===== src/rtl/contador_mod_updown.sv =====
// Parametrised up/down modulo counter with load clamping, ENP/ENT enables and RCO.
// Optional compare flag (CMP input, registered MATCH output) when CONTADOR_MATCH_EN is defined.
module contador_mod_updown #(
    parameter int N        = 4,
    parameter int MODULO   = 16,
    parameter int SATURATE = 0
) (
    input  logic         CLK,
    input  logic         CLR_N,
    input  logic         SCLR,
    input  logic         LD,
    input  logic         ENP,
    input  logic         ENT,
    input  logic         UP,
    input  logic [N-1:0] D,
    output logic [N-1:0] Q,
    output logic         RCO
`ifdef CONTADOR_MATCH_EN
    ,
    input  logic [N-1:0] CMP,
    output logic         MATCH
`endif
);

    // MODULO may equal 2**N, so the load range check needs one extra bit.
    localparam logic [N:0]   MOD_EXT = (N+1)'(MODULO);
    localparam logic [N-1:0] TERM    = N'(MODULO - 1);
    localparam logic         SAT     = (SATURATE != 0);

    logic [N-1:0] q_next;
    logic         is_term;
    logic         is_zero;
    logic         d_fits;

    assign is_term = (Q == TERM);
    assign is_zero = (Q == '0);
    assign d_fits  = ({1'b0, D} < MOD_EXT);

    assign RCO = ENT & (UP ? is_term : is_zero);

    always_comb begin
        // NOTE: default assignment first so no path leaves q_next unassigned (no latch).
        q_next = Q;
        if (SCLR) begin
            q_next = '0;
        end else if (!LD) begin
            q_next = d_fits ? D : TERM;
        end else if (ENT && ENP) begin
            if (UP) begin
                if (!is_term)  q_next = Q + N'(1);
                else if (!SAT) q_next = '0;
            end else begin
                if (!is_zero)  q_next = Q - N'(1);
                else if (!SAT) q_next = TERM;
            end
        end
    end

    // NOTE: state registers use non-blocking assignments so every flop samples pre-edge values.
    always_ff @(posedge CLK or negedge CLR_N) begin
        if (!CLR_N) Q <= '0;
        else        Q <= q_next;
    end

`ifdef CONTADOR_MATCH_EN
    // Comparing against q_next makes MATCH a registered flag aligned with Q itself.
    always_ff @(posedge CLK or negedge CLR_N) begin
        if (!CLR_N) MATCH <= 1'b0;
        else        MATCH <= (q_next == CMP);
    end
`endif

endmodule


===== config.mk =====
export PLATFORM = sky130hd
export DESIGN_NAME = contador_mod_updown
export DESIGN_NICKNAME = d
export VERILOG_FILES = /design/src/rtl/contador_mod_updown.sv
export SDC_FILE = /design/constraint.sdc
export NUM_CORES = 1
export LEC_CHECK = 0
export ABC_AREA = 1
export CORE_AREA = 4 4 41 43
export CTS_CLUSTER_SIZE = 8
export DETAILED_ROUTE_END_ITERATION = 10
export DIE_AREA = 0 0 45 47
export HOLD_SLACK_MARGIN = 0.1
export SETUP_SLACK_MARGIN = 0.15
export SYNTH_ARGS = -nofsm -noshare
export SYNTH_HDL_FRONTEND = slang
export SYNTH_SLANG_ARGS = --single-unit

===== constraint.sdc =====
create_clock -name CLK -period 1.8 [get_ports CLK]
set_input_delay 0.54 -clock CLK [delete_from_list [all_inputs] [get_ports CLK]]
set_output_delay 0.54 -clock CLK [all_outputs]
set_load 0.005 [all_outputs]

==> qor.yml <==
multi_input_area_um2: 279.0
place_ws_ns: -0.5472
crit_path_end_kind: "primary output"
cp_slowest_cell: "dfrtp_1"
grt_antenna_before_repair: 0
ir_drop_v: 0.0003534
core_region_area_um2: 1301
largest_register_ffs: 4
synthFlopType: "dfrtp_1"
dr.first_iter.drc_count: 3
postLayoutCoreUtil_pct: 58.75
cts_tree: "built"
cp_top_family: "flip-flops"
hold_buffers: 0
remaining_drc_errors: 0
setup_violations: 1
hold_path_class: "in2async"
clock_latency_ns: 0.23
synth-edff-count: 0
wl_met3_um: 66
p_total_mw: 0.4225
arrival_ns: 1.26
crit_path_frequent_cell: "nand2_2"
die_x_um: 45
crit_chain: "inv_2 -> ha_4 -> nand2_2 -> nand2_2 -> nand2_2 -> a21oi_2 -> buf_2"
fin_area_um2: 764.5
top_layer_used: "met4"
drv_slew: 0
synth.cell_area_um2: 400.4
register_area_um2: 101.3
async_flop_share_pct: 100.0
cp_max_fo: 4
top_register: "Q"
dp_cells: 104
grt_pass1_vias: 481
nets: 116
crit_buf_inv: 2
yosysMostFrequentCell: "nand2_1"
instances_no_fill: 115
numCtsBuffers: 3
fin_ws_ns: -0.004850
largestRegisters: "Q (4)"
drive_gt1_share_pct: 38.00
rows: 13
wl_met2_um: 617
hpwl_um: 900.7
slew_headroom_pct: 87.38
port_buffers: 15
grt_max_degree: 7
crit_cells: 7
path_clk_slew_ns: 0.04
rsz0062_at_grt: "yes"
clockRootBuffer: "clkbuf_4"
drt-pass1-iter-count: 3
cpPeakStageDelay_ns: 0.42
place_congestion: 0.7508
required_ns: 1.26
synthTopCellsByCount: "nand2_1 (21), inv_1 (9), nand3_1 (6)"
holdWs_ns: 0.5068
dpl_cell_area_um2: 643.1
num-fill-cells: 137
ys_warn_count: 0
timing.rr.end: "Q[2]"
synth.avg_cell_area_um2: 6.256
synth_top_cell_by_area: "dfrtp_1"
syn_nets: 78
critPathLaunchType: "flop"
antenna_cells: 0
yosys.area.top_type_share_pct: 25.00
crit_end: "RCO"
outcome: "finished with violations"
dieArea_um2: 2115
htree_levels: 1
via_per_inst: 4.496
yosysSeqAreaShare_pct: 25.00
numClockSinks: 4
finalClockSkew_ns: 0.002908
grt_first_pass_wirelength_mm: 1.876
areaGrowthSynthToFinish_pct: 90.94
start_util_pct: 30.77
p_per_area_nw_per_um2: 552.7
num_vias: 517
grt_use_total_pct: 12.50
fin_crit_sh_pct: 100.3
violations: "setup timing"
tightest_slew_ns: 0.1873
cts_max_path_buffers: 2
wl_mm: 1.237
r2r_cells: 9
pin_count: 16
m1WireLength_um: 539
finalHoldViolCount: 0
overflow: 0
ys_ff_latch: 4
worstSetupStartpoint: "Q[1]"
tns_ns: -0.004850
synth.distinct_cells: 17
p_leak_nw: 0.4263
period_minus_slack_ns: 1.805
wl_per_cell_um: 10.76
ant_nets: 0
maxCapViolCount: 0
chipHeight_um: 47
reg2reg_slack_ns: 0.33
rr_startpoint: "Q[0]"
synthCells: 64
timing.fmax_mhz: 554.1
worst-setup-path-type: "reg2out"
synth_area_leaders: "dfrtp_1 (25%), nand2_1 (20%), ha_1 (9.4%)"
==> cell families after synthesis <==
group,count (synthesis),share of synthesized area [%]
AOI/OAI and AO/OA,9,11.56
xor gates and xnor gates,1,2.188
adders and majority gates,3,9.376
buffers and inverters,11,12.50
DFF,4,25.00
and+or+nand+nor,36,39.38
==> cell type report <==
cell class,count,area share [%]
clock buffers,3,2.946
multi-input cells,49,36.50
flip-flops and latches,4,13.26
well taps,15,2.455
inverters,9,4.419
repair buffers,35,40.43
==> placed cells by master, fill, tap and decap left out, types with 5 or more instances in the layout <==
master           count
nor2_1               5
inv_1                6
nand2_1             17
nand3_1              6
clkdlybuf4s50_1      9
buf_4               17
nand2_2              5
o21ai_0              5
==> routing by layer <==
layer	up-vias	global-route usage, %
met1	227	14.16
met3	2	1.149
met5	-	0
li1	276	-
met4	0	7.018
met2	12	22.88
==> power by group <==
part	switching (mW)	internal, mW
logic	0.0871	0.117
clock network	0.0363	0.0746
registers	0.00894	0.0990
total	0.132	0.290
==> repair_timing <==
item	4_1_cts	5_1_grt
endpoints found under the hold margin	0	0
pin swaps	0	5
endpoints found under the setup margin	5	4
cloned	0	0
setup buffers	3	5
resized for setup	8	17
==> worst min path at each step <==
stage	to	startpoint
after global placement	Q[3]	Q[3]
final	Q[3]	CLR_N
after detailed placement	Q[3]	Q[3]
after floorplan	Q[0]	CLR_N
after global routing	Q[2]	CLR_N
after CTS	Q[3]	CLR_N
==> worst register-to-register path: stages, from the launching register on <==
cell     delay (ns)
dfrtp_2        0.41
inv_2          0.07
buf_4          0.13
buf_4          0.14
ha_1           0.20
xor2_1         0.14
o21ai_1        0.13
nand2_1        0.06
nand2_1        0.05
nand2_1        0.04
(Power assumes the default switching activity.)
